$ cat config.mk
export PLATFORM = sky130hd
export DESIGN_NAME = switches_leds_ctrl
export DESIGN_NICKNAME = d
export VERILOG_FILES = /design/src/rtl/switches_leds_ctrl.sv
export SDC_FILE = /design/constraint.sdc
export NUM_CORES = 1
export LEC_CHECK = 0
export ABC_AREA = 1
export ABC_CLOCK_PERIOD_IN_PS = 1600
export BUFFER_PORTS_ARGS = -buffer_cell sky130_fd_sc_hd__buf_2
export CAP_MARGIN = 30
export CORE_MARGIN = 4
export CORE_UTILIZATION = 30
export CTS_CLUSTER_SIZE = 24
export DETAILED_ROUTE_END_ITERATION = 16
export SLEW_MARGIN = 20
export SYNTH_ARGS = -nofsm -noshare
export SYNTH_HDL_FRONTEND = slang
export SYNTH_SLANG_ARGS = --single-unit
$ cat constraint.sdc
create_clock -name clk_pi -period 1.6 [get_ports clk_pi]
set_input_delay 0.32 -clock clk_pi [delete_from_list [all_inputs] [get_ports clk_pi]]
set_output_delay 0.32 -clock clk_pi [all_outputs]
set_load 0.005 [all_outputs]
$ cat src/rtl/switches_leds_ctrl.sv
// Four-group LED controller: each debounced push-button cycles its 4-LED group
// through SHOW -> OFF -> BLINK -> SHOW; LEDs are registered, masked switch values.
module switches_leds_ctrl #(
  parameter int DEBOUNCE_CYCLES = 10_000_000,
  parameter int BLINK_CYCLES    = 25_000_000
) (
  input  logic        clk_pi,
  input  logic        rst_pi,
  input  logic [15:0] switch_pi,
  input  logic [3:0]  boton_pi,
  output logic [15:0] led_po,
  output logic [7:0]  estado_po,
  output logic        fase_po
);

  localparam int DW = $clog2(DEBOUNCE_CYCLES);
  localparam int BW = $clog2(BLINK_CYCLES);
  localparam logic [DW-1:0] DEB_LAST   = DW'(DEBOUNCE_CYCLES - 1);
  localparam logic [BW-1:0] BLINK_LAST = BW'(BLINK_CYCLES - 1);

  localparam logic [1:0] ST_SHOW  = 2'b00;
  localparam logic [1:0] ST_OFF   = 2'b01;
  localparam logic [1:0] ST_BLINK = 2'b10;

  logic [3:0]    sync1_q, sync1_d;
  logic [3:0]    sync2_q, sync2_d;
  logic [3:0]    stable_q, stable_d;
  logic [3:0]    stable_prev_q, stable_prev_d;
  logic [3:0]    press;
  logic [DW-1:0] deb_cnt_q [4];
  logic [DW-1:0] deb_cnt_d [4];
  logic [1:0]    state_q [4];
  logic [1:0]    state_d [4];
  logic [BW-1:0] blink_cnt_q, blink_cnt_d;
  logic          fase_q, fase_d;
  logic [15:0]   led_q, led_d;

  always_comb begin
    sync1_d       = boton_pi;
    sync2_d       = sync1_q;
    stable_prev_d = stable_q;
    press         = stable_q & ~stable_prev_q;
    stable_d      = stable_q;
    led_d         = '0;

    for (int g = 0; g < 4; g++) begin
      // Any agreement with the debounced level restarts the qualification window
      deb_cnt_d[g] = '0;
      if (sync2_q[g] != stable_q[g]) begin
        if (deb_cnt_q[g] == DEB_LAST) begin
          stable_d[g] = sync2_q[g];
        end else begin
          deb_cnt_d[g] = deb_cnt_q[g] + 1'b1;
        end
      end

      case (state_q[g])
        ST_SHOW:  state_d[g] = press[g] ? ST_OFF   : ST_SHOW;
        ST_OFF:   state_d[g] = press[g] ? ST_BLINK : ST_OFF;
        ST_BLINK: state_d[g] = press[g] ? ST_SHOW  : ST_BLINK;
        default:  state_d[g] = ST_SHOW;
      endcase

      case (state_q[g])
        ST_SHOW:  led_d[4*g +: 4] = switch_pi[4*g +: 4];
        ST_BLINK: led_d[4*g +: 4] = switch_pi[4*g +: 4] & {4{fase_q}};
        default:  led_d[4*g +: 4] = 4'h0;
      endcase
    end

    // Shared free-running blink timebase, never restarted by mode changes
    if (blink_cnt_q == BLINK_LAST) begin
      blink_cnt_d = '0;
      fase_d      = ~fase_q;
    end else begin
      blink_cnt_d = blink_cnt_q + 1'b1;
      fase_d      = fase_q;
    end
  end

  always_ff @(posedge clk_pi) begin
    if (rst_pi) begin
      sync1_q       <= '0;
      sync2_q       <= '0;
      stable_q      <= '0;
      stable_prev_q <= '0;
      blink_cnt_q   <= '0;
      fase_q        <= 1'b0;
      led_q         <= '0;
      for (int g = 0; g < 4; g++) begin
        deb_cnt_q[g] <= '0;
        state_q[g]   <= ST_SHOW;
      end
    end else begin
      sync1_q       <= sync1_d;
      sync2_q       <= sync2_d;
      stable_q      <= stable_d;
      stable_prev_q <= stable_prev_d;
      blink_cnt_q   <= blink_cnt_d;
      fase_q        <= fase_d;
      led_q         <= led_d;
      for (int g = 0; g < 4; g++) begin
        deb_cnt_q[g] <= deb_cnt_d[g];
        state_q[g]   <= state_d[g];
      end
    end
  end

  assign led_po    = led_q;
  assign estado_po = {state_q[3], state_q[2], state_q[1], state_q[0]};
  assign fase_po   = fase_q;

endmodule

==> impl_results.md, run 1 <==
- Final-stage net count: 1,241
- Setup repair after global routing missed its margin: false
- Number of placed I/O pins: 47
- Die area: 28,300 um2
- Largest net degree at the start of global routing: 25
- Maximum net fanout on the critical path: 24
- Initial antenna violation count: 0
- Core area: 25,300 um2
- Die height: 168 um
- Critical path data required time: 1.91 ns
- Yosys top cell area share: 0.421
- Later-pin clock latency in the skew report: 0.42 ns
- Library cell with the largest summed area after synthesis: sky130_fd_sc_hd__dfxtp_1
- Via count of the first global-routing pass: 6,430
- Final HPWL from detailed placement: 12.8 mm
- Upper clock frequency limit: 680 MHz
- Number of distinct standard cells referenced by the synthesized netlist: 31
- Count of warnings emitted by yosys: 0
- Final hold viol count: 0
- Post-synthesis cell area: 7700 um2
- Area growth from synthesis to layout: 17.8%
- Site Rows: 58
- Classification of the worst-slack hold path: input pin to flip-flop
- Sink Count: 162
- Sum of negative setup slack: 0 ns
- 1st-iter DRT viols: 275
- Final period demand of the worst path: 1.47 ns
- Via count of the routed design: 6,896
- Number of nets still failing antenna checks after routing: 0
- Number of resized instances in the post-cts repair step: 0
- Slowest Stage Delay on Critical Path: 0.36 ns
- Crit path arrival time: 1.79 ns
- Peak supply drop: 0.787 mV
- Area used by multi-input combinational logic: 3940 um2
- Post-detailed-route wirelength per cell: 10.9 um
- PnR worst setup slack: 0.129 ns
- Starting density of the core: 0.305
- Max clock buf depth: 2
- Post-synthesis sequential area ratio: 0.421
- Count of flip-flops with a built-in enable after synthesis: 0
- Syn Inst Count: 1,140
- Total routing resource utilization after global routing: 0.123
- Top flip-flop cell by instance count after synthesis: sky130_fd_sc_hd__dfxtp_1
- MaxCap Viol Count: 0
- Buffers on Ports: 46
- Pin slew with the least headroom to its limit: 0.478 ns
- Routed wire length: 17.0 mm
- Largest cells by area after synthesis: sky130_fd_sc_hd__dfxtp_1, sky130_fd_sc_hd__nand2_1, sky130_fd_sc_hd__nor2_1, sky130_fd_sc_hd__inv_1, sky130_fd_sc_hd__nand3_1
- Count of endpoints failing setup in the final report: 0
- Worst Path Buf+Inv: 1
- Worst relative slew slack: 0.680
- Wire length of the first global-routing pass: 29.2 mm
- Clock tree from TritonCTS: yes
- Fraction of final layout cells with drive strength greater than 1: 0.108
- Flop and latch count out of synthesis: 162
- Number of antenna cells inserted: 0
- Number of fill cells: 2,654
- Dominant cell type by count on the critical path: sky130_fd_sc_hd__nor2_1
- Most frequent cells in the layout: sky130_fd_sc_hd__nand2_1, sky130_fd_sc_hd__nor2_1, sky130_fd_sc_hd__dfxtp_1
- DR DRC count: 0
- Startpoint Class: flip-flop
- Number of hold-repair buffers added at the cts stage: 0
- P per Cell Area: 924 nW/um2
- Die X-Extent: 168 um
- FFs w/ async S/R, synth: 0
- Outcome: finished, final reports clean
- Average via count per standard cell: 4.43
- Clock root cell: sky130_fd_sc_hd__clkbuf_16
- Worst path cell trace: ha_1, nand3_2, nor2_1, nand3_1, nand2_1, buf_12, nor2_1
- Synthesized netlist net count: 1,167
- Total CTS buffers: 17
- Category of the worst setup path capture point: flip-flop
- Reg area: 3240 um2
- Number of max-slew violations in the final report: 0
- Critical Path Slowest Stage Cell: sky130_fd_sc_hd__dfxtp_1
- Post-route clock period utilization: 0.920
- Post-Place Worst Slack: 0.0615 ns
- Weighted congestion reported at the end of routability-driven placement: 0.887
- Overflow left after global routing: 0
- Final setup skew: 0.00776 ns
- CP top delay family: simple AND/OR/NAND/NOR gates
- Type of the worst setup path: flip-flop to flip-flop
- Length of the first detailed-routing pass in iterations: 5
- Most common library cell in the layout ignoring fill and taps: sky130_fd_sc_hd__nand2_1
- LEAKAGE: 3.00 nW
- Number of setup buffers added after CTS: 0
- Depth of the CTS H-tree: 4
- Clock-pin slew on the worst setup and hold paths: 0.06 ns
- Post-synthesis average cell area: 6.76 um2
-- metrics by stage --
stage          power [W]  hold WS [ns]  cells  area [um2]  utilization
2_1_floorplan    0.00427         0.388   1140        7700            -
3_3_place_gp     0.00436         0.390   1525        8450        0.335
3_5_place_dp     0.00436         0.396   1525        8450        0.335
4_1_cts          0.00851        0.0913   1557        9050        0.358
5_1_grt          0.00873         0.127   1557        9080        0.359
6_report         0.00839         0.108   1557        9080        0.359
-- cells in the mapped netlist (10+ instances only) --
| library cell | n |
|---|---|
| sky130_fd_sc_hd__a21oi_1 | 51 |
| sky130_fd_sc_hd__dfxtp_1 | 162 |
| sky130_fd_sc_hd__inv_1 | 115 |
| sky130_fd_sc_hd__nand2_1 | 300 |
| sky130_fd_sc_hd__nand3_1 | 66 |
| sky130_fd_sc_hd__nand4_1 | 13 |
| sky130_fd_sc_hd__nor2_1 | 287 |
| sky130_fd_sc_hd__nor3b_1 | 16 |
| sky130_fd_sc_hd__o21ai_0 | 13 |
| sky130_fd_sc_hd__or2_2 | 10 |
| sky130_fd_sc_hd__xnor2_1 | 29 |
| sky130_fd_sc_hd__xor2_1 | 19 |
-- worst reg2reg max path, cell delays in order, from the launching register on --
cell and delay (ns):
sky130_fd_sc_hd__dfxtp_1 0.36, sky130_fd_sc_hd__ha_1 0.21, sky130_fd_sc_hd__nand3_2 0.13, sky130_fd_sc_hd__nor2_1 0.13, sky130_fd_sc_hd__nand3_1 0.14, sky130_fd_sc_hd__nand2_1 0.14
sky130_fd_sc_hd__buf_12 0.18, sky130_fd_sc_hd__nor2_1 0.07
-- layout make-up --
class / count / share of cell area
flip-flops and latches: 162 / 0.357
multi-input cells: 848 / 0.434
clock buffers: 21 / 0.0485
inverters: 117 / 0.0484
well taps: 330 / 0.0455
clock inverters: 11 / 0.0172
repair buffers: 68 / 0.0491
-- where the power goes --
part	leakage (nW)	internal (W)	switching, W	total, W
Combinational	1.41	0.0000808	0.0000945	0.000175
Clock	0.278	0.00247	0.00166	0.00413
Sequential	1.31	0.00407	0.0000148	0.00409
-- state kept, by name (all words and copies together), names as in the netlist --
signal	count
blink_cnt_q	25
deb_cnt_q	96
fase_po	1
led_po	16
stable_prev_d	4
stable_prev_q	4
state_q	8
sync1_q	4
sync2_q	4
-- cells by family after synthesis --
group	synth area share
xor+xnor	0.0546
fa+ha+maj	0.00812
simple gates	0.389
compound gates	0.0555
flops	0.421
buf+inv	0.0716
-- worst paths after layout --
path | to | slack [ns] | cells after the start | from
worst max-delay path | deb_cnt_q[0][15] | 0.13 | 7 | deb_cnt_q[0][0]
worst min-delay path | sync1_q[2] | 0.11 | 3 | boton_pi[2]
worst max register to register | deb_cnt_q[0][15] | 0.13 | 7 | deb_cnt_q[0][0]
worst min register to register | sync2_q[2] | 0.40 | 2 | sync1_q[2]
-- per-layer routing --
layer	vias to the layer above	share of wire	GRT usage
met5	-	0	0
met4	0	0.016	0.0448
met3	22	0.041	0.0225
met2	97	0.46	0.205
met1	3072	0.49	0.160
li1	3705	-	-
Power figures use the tool's default switching activity.
==> inputs of run 2 (changes only) <==
BUFFER_PORTS_ARGS = -buffer_cell sky130_fd_sc_hd__clkbuf_2   (was -buffer_cell sky130_fd_sc_hd__buf_2)
==> impl_results.md, run 2 (synthesized netlist as in run 1, its figures left out) <==
- Upper clock frequency limit: 673 MHz (was 680 MHz)
- LEAKAGE: 2.96 nW (was 3.00 nW)
- Pwr Total: 0.00816 W (was 0.00839 W)
- CP top delay family: simple AND/OR/NAND/NOR gates (unchanged)
- Type of the worst setup path: flip-flop to flip-flop (unchanged)
- Total routing resource utilization after global routing: 0.122 (was 0.123)
- Crit path arrival time: 1.79 ns (about the same)
- Die X-Extent: 168 um (unchanged)
- Top reg by flops: deb_cnt_q (unchanged)
- Critical Path Slowest Stage Cell: sky130_fd_sc_hd__dfxtp_1 (unchanged)
- Sum of negative setup slack: 0 ns (unchanged)
- Proportion of power drawn by flip-flops and latches: 0.501 (was 0.487)
- Fraction of final layout cells with drive strength greater than 1: 0.113 (was 0.108)
- Via count of the first global-routing pass: 6,322 (was 6,430)
- Via count of the routed design: 6,948 (was 6,896)
- Startpoint Class: flip-flop (unchanged)
- Final setup skew: 0.00970 ns (was 0.00776 ns)
- Depth of the CTS H-tree: 4 (unchanged)
- Total CTS buffers: 17 (unchanged)
- Later-pin clock latency in the skew report: 0.43 ns (was 0.42 ns)
- Buffers on Ports: 46 (unchanged)
- Count of endpoints failing setup in the final report: 0 (unchanged)
- Site Rows: 58 (unchanged)
- Worst relative slew slack: 0.649 (was 0.680)
- Critical path data required time: 1.91 ns (about the same)
- Classification of the worst-slack hold path: input pin to flip-flop (unchanged)
- Initial antenna violation count: 0 (unchanged)
- Peak supply drop: 0.773 mV (was 0.787 mV)
- Most frequent cells in the layout: sky130_fd_sc_hd__nand2_1, sky130_fd_sc_hd__nor2_1, sky130_fd_sc_hd__dfxtp_1 (unchanged)
- MaxCap Viol Count: 0 (unchanged)
- Wire length of the first global-routing pass: 28.9 mm (was 29.2 mm)
- Length of the first detailed-routing pass in iterations: 7 (was 5)
- Final-stage net count: 1,239 (was 1,241)
- Overflow left after global routing: 0 (unchanged)
- Switching power: 0.00184 W (was 0.00177 W)
- Clock power share: 0.477 (was 0.492)
- Final hold viol count: 0 (unchanged)
- Final period demand of the worst path: 1.49 ns (was 1.47 ns)
- Clock tree from TritonCTS: yes (unchanged)
- Starting density of the core: 0.305 (unchanged)
- Post-detailed-route wirelength per cell: 10.9 um (about the same)
- Die area: 28,300 um2 (unchanged)
- Post-route clock period utilization: 0.928 (was 0.920)
- P per Cell Area: 902 nW/um2 (was 924 nW/um2)
- Clock-pin slew on the worst setup and hold paths: 0.07 ns (was 0.06 ns)
- Number of fill cells: 2,693 (was 2,654)
- Number of placed I/O pins: 47 (unchanged)
- Number of max-slew violations in the final report: 0 (unchanged)
- Category of the worst setup path capture point: flip-flop (unchanged)
- Pin slew with the least headroom to its limit: 0.524 ns (was 0.478 ns)
- Most common library cell in the layout ignoring fill and taps: sky130_fd_sc_hd__nand2_1 (unchanged)
- Number of hold-repair buffers added at the cts stage: 0 (unchanged)
- Switching part of the total: 0.226 (was 0.211)
- Maximum net fanout on the critical path: 24 (unchanged)
- Setup slack of the worst register-to-register path: 0.11 ns (was 0.13 ns)
- Number of antenna cells inserted: 0 (unchanged)
- Worst path cell trace: ha_1, nand3_2, nor2_1, nand3_1, nand2_1, buf_12, a21oi_1 (was ha_1, nand3_2, nor2_1, nand3_1, nand2_1, buf_12, nor2_1)
- Core area: 25,300 um2 (unchanged)
- Outcome: finished, final reports clean (unchanged)
- DR DRC count: 0 (unchanged)
- Weighted congestion reported at the end of routability-driven placement: 0.861 (was 0.887)
- Routed wire length: 17.0 mm (about the same)
- 1st-iter DRT viols: 293 (was 275)
- Slowest Stage Delay on Critical Path: 0.35 ns (was 0.36 ns)
- Sink Count: 162 (unchanged)
- Worst Path Buf+Inv: 1 (unchanged)
- Average via count per standard cell: 4.47 (was 4.43)
- Clock root cell: sky130_fd_sc_hd__clkbuf_16 (unchanged)
- Max clock buf depth: 2 (unchanged)
- Largest net degree at the start of global routing: 25 (unchanged)
- Combinational share of power: 0.021 (about the same)
- Cell-internal power: 0.00631 W (was 0.00662 W)
- Largest register FFs: 96 (unchanged)
- Die height: 168 um (unchanged)
- Number of nets still failing antenna checks after routing: 0 (unchanged)
- Area growth from synthesis to layout: 17.4% (was 17.8%)
- Final HPWL from detailed placement: 12.8 mm (about the same)
- Setup repair after global routing missed its margin: false (unchanged)
[run 2: cell types whose count changed in the layout (fill, tap and decap cells not counted), sizes merged]
| cell | before | now |
|---|---|---|
| bufinv | 3 | 1 |
| buf | 68 | 20 |
| clkinv | 4 | 5 |
| inv | 118 | 122 |
| clkbuf | 21 | 64 |
[run 2: tightest hold or removal path, stage by stage]
cell,delay (ns)
sky130_fd_sc_hd__clkbuf_2,0.08
sky130_fd_sc_hd__inv_1,0.05
sky130_fd_sc_hd__nor2_1,0.03
[run 2: final cells by class]
cell class              count  area [um2]  area share
clock buffers              18         429      0.0475
clock inverters            14         129      0.0143
inverters                 117         439      0.0486
multi-input cells         848        3960       0.438
flip-flops and latches    162        3250       0.359
well taps                 330         413      0.0457
repair buffers             66         430      0.0476
[run 2: final timing paths]
kind / cells after the start / start / to
worst max register to register: 7 / deb_cnt_q[3][0] / deb_cnt_q[3][14]
worst max-delay path: 7 / deb_cnt_q[3][0] / deb_cnt_q[3][14]
worst min-delay path: 3 / boton_pi[2] / sync1_q[2]
worst min register to register: 2 / sync1_q[2] / sync2_q[2]
[run 2: through the flow]
stage	utilization	cell area (um2)	std cells	worst slack, ns	hold WS [ns]
floorplan	-	7700	1140	0.214	0.388
global placement	0.334	8440	1523	0.105	0.390
detailed placement	0.334	8440	1523	0.0740	0.400
CTS	0.356	8990	1555	0.0607	0.0760
global route	0.358	9040	1555	0.00277	0.0894
finish	0.358	9040	1555	0.115	0.0894
[run 2: what timing repair did]
action | CTS | global route
setup buffers | 0 | 0
resized for setup | 1 | 15
pin swaps | 0 | 0
setup endpoints to repair | 1 | 76
[run 2: power by group through the flow]
stage                     registers [W]  logic (W)  clock network (W)
after floorplan                 0.00418  0.0000940                  0
after global placement          0.00418   0.000178                  0
after detailed placement        0.00418   0.000180                  0
after CTS                       0.00409   0.000180            0.00401
after global routing            0.00409   0.000198            0.00418
final                           0.00409   0.000175            0.00389
[run 2: layer usage]
| layer | share of wire | wire length (um) | track usage | up-vias |
|---|---|---|---|---|
| met5 | 0 | 0 | 0 | - |
| met2 | 0.45 | 7650 | 0.199 | 108 |
| li1 | - | - | - | 3696 |
| met1 | 0.49 | 8300 | 0.157 | 3119 |
| met3 | 0.044 | 742 | 0.0333 | 25 |
| met4 | 0.018 | 311 | 0.0409 | 0 |
==> inputs of run 3 (changes only) <==
HOLD_SLACK_MARGIN = 0.12   (was unset)
==> impl_results.md, run 3 (synthesized netlist as in run 1, its figures left out) <==
- Final-stage net count: 1,252 (was 1,239)
- Number of nets still failing antenna checks after routing: 0 (unchanged)
- Top reg by flops: deb_cnt_q (unchanged)
- Clock root cell: sky130_fd_sc_hd__clkbuf_16 (unchanged)
- Weighted congestion reported at the end of routability-driven placement: 0.861 (unchanged)
- Worst relative slew slack: 0.649 (about the same)
- Worst Hold Slack: 0.132 ns (was 0.0894 ns)
- Most frequent cells in the layout: sky130_fd_sc_hd__nand2_1, sky130_fd_sc_hd__nor2_1, sky130_fd_sc_hd__dfxtp_1 (unchanged)
- Type of the worst setup path: flip-flop to flip-flop (unchanged)
- Wire length of the first global-routing pass: 29.2 mm (was 28.9 mm)
- MaxCap Viol Count: 0 (unchanged)
- Average via count per standard cell: 4.46 (was 4.47)
- Post-layout util: 0.363 (was 0.358)
- Total CTS buffers: 17 (unchanged)
- Crit path arrival time: 1.79 ns (about the same)
- Fraction of final layout cells with drive strength greater than 1: 0.112 (was 0.113)
- Outcome: finished, final reports clean (unchanged)
- Number of antenna cells inserted: 0 (unchanged)
- Routed wire length: 17.2 mm (was 17.0 mm)
- Critical Path Slowest Stage Cell: sky130_fd_sc_hd__dfxtp_1 (unchanged)
- Final period demand of the worst path: 1.49 ns (about the same)
- Buffers on Ports: 46 (unchanged)
- Slowest Stage Delay on Critical Path: 0.35 ns (about the same)
- Die area: 28,300 um2 (unchanged)
- Final HPWL from detailed placement: 12.8 mm (unchanged)
- Number of max-slew violations in the final report: 0 (unchanged)
- Number of setup buffers added after CTS: 0 (unchanged)
- Sum of negative setup slack: 0 ns (unchanged)
- Depth of the CTS H-tree: 4 (unchanged)
- Maximum net fanout on the critical path: 24 (unchanged)
- Final hold viol count: 0 (unchanged)
- Largest register FFs: 96 (unchanged)
- Sink Count: 162 (unchanged)
- Total routing resource utilization after global routing: 0.123 (was 0.122)
- Post-detailed-route wirelength per cell: 11.0 um (was 10.9 um)
- Setup repair after global routing missed its margin: false (unchanged)
- Site Rows: 58 (unchanged)
- Category of the worst setup path capture point: flip-flop (unchanged)
- Pin slew with the least headroom to its limit: 0.525 ns (was 0.524 ns)
- Number of placed I/O pins: 47 (unchanged)
- Max clock buf depth: 2 (unchanged)
- Post-route cell area: 9170 um2 (was 9040 um2)
- 1st-iter DRT viols: 261 (was 293)
- Largest net degree at the start of global routing: 25 (unchanged)
- Via count of the routed design: 6,992 (was 6,948)
- Peak supply drop: 0.773 mV (about the same)
- Critical path data required time: 1.91 ns (about the same)
- Initial antenna violation count: 0 (unchanged)
- P per Cell Area: 892 nW/um2 (was 902 nW/um2)
- Setup slack of the worst register-to-register path: 0.11 ns (about the same)
- Length of the first detailed-routing pass in iterations: 6 (was 7)
- Die X-Extent: 168 um (unchanged)
- DR DRC count: 0 (unchanged)
- Via count of the first global-routing pass: 6,393 (was 6,322)
- Overflow left after global routing: 0 (unchanged)
- Upper clock frequency limit: 672 MHz (was 673 MHz)
- Clock tree from TritonCTS: yes (unchanged)
- Starting density of the core: 0.305 (unchanged)
- Classification of the worst-slack hold path: input pin to flip-flop (unchanged)
- Clock-pin slew on the worst setup and hold paths: 0.06 ns (was 0.07 ns)
- Most common library cell in the layout ignoring fill and taps: sky130_fd_sc_hd__nand2_1 (unchanged)
- Post-Place Worst Slack: 0.0740 ns (unchanged)
- Count of endpoints failing setup in the final report: 0 (unchanged)
- Worst path cell trace: ha_1, nand3_2, nor2_1, nand3_1, nand2_1, buf_12, a21oi_1 (unchanged)
- Die height: 168 um (unchanged)
- Startpoint Class: flip-flop (unchanged)
- Core area: 25,300 um2 (unchanged)
- PnR worst setup slack: 0.113 ns (was 0.115 ns)
- Cell area after placement: 8440 um2 (unchanged)
- LEAKAGE: 3.02 nW (was 2.96 nW)
- Area growth from synthesis to layout: 19.0% (was 17.4%)
- Final setup skew: 0.00976 ns (was 0.00970 ns)
- Later-pin clock latency in the skew report: 0.43 ns (about the same)
- Post-route clock period utilization: 0.930 (was 0.928)
run 3: changes by cell type in the layout (fill, tap and decap cells not counted), sizes merged:
cell	before	now
dlygate4sd3	0	13
run 3: through the flow:
stage	power, W	cells
final	0.00818	1568
after global routing	0.00849	1568
after CTS	0.00830	1567
after detailed placement	0.00436	1523
after global placement	0.00436	1523
after floorplan	0.00427	1140
run 3: worst max-delay path, delay by kind of cell, from the launching register on:
kind            cells  cell delay [ns]
compound gates      1             0.05
buf+inv             1             0.17
fa+ha+maj           1             0.21
flops               1             0.35
simple gates        4             0.59
run 3: path summary, 6_finish.rpt:
| path | startpoint | end | cells past startpoint |
|---|---|---|---|
| hold / removal | boton_pi[1] | sync1_q[1] | 3 |
| hold reg to reg | sync1_q[2] | sync2_q[2] | 2 |
| setup reg to reg | deb_cnt_q[3][0] | deb_cnt_q[3][14] | 7 |
| setup / recovery | deb_cnt_q[3][0] | deb_cnt_q[3][14] | 7 |
run 3: where the power goes:
group | switching [W] | internal, W | total, W | leakage (nW)
logic | 0.0000995 | 0.000102 | 0.000201 | 1.44
clock network | 0.00173 | 0.00216 | 0.00389 | 0.268
registers | 0.0000170 | 0.00407 | 0.00409 | 1.31
run 3: timing repair:
item                       in CTS  in global routing
setup endpoints to repair       1                 76
resized for setup               1                 15
hold buffers                   12                  1
hold endpoints to repair       12                  1
pin swaps                       0                  0
run 3: layout make-up:
cell class,count,area [um2]
fill,2680,16100
multi-input combinational,848,3960
sequential,162,3250
timing repair buffer,79,561
inverter,117,439
clock buffer,18,429
tap,330,413
clock inverter,14,129
run 3: per-layer routing:
metal | GRT usage | routed length, um | vias up
met5 | 0 | 0 | -
met4 | 0.0434 | 355 | 0
met3 | 0.0333 | 664 | 25
met2 | 0.200 | 7750 | 99
met1 | 0.158 | 8420 | 3147
li1 | - | - | 3721
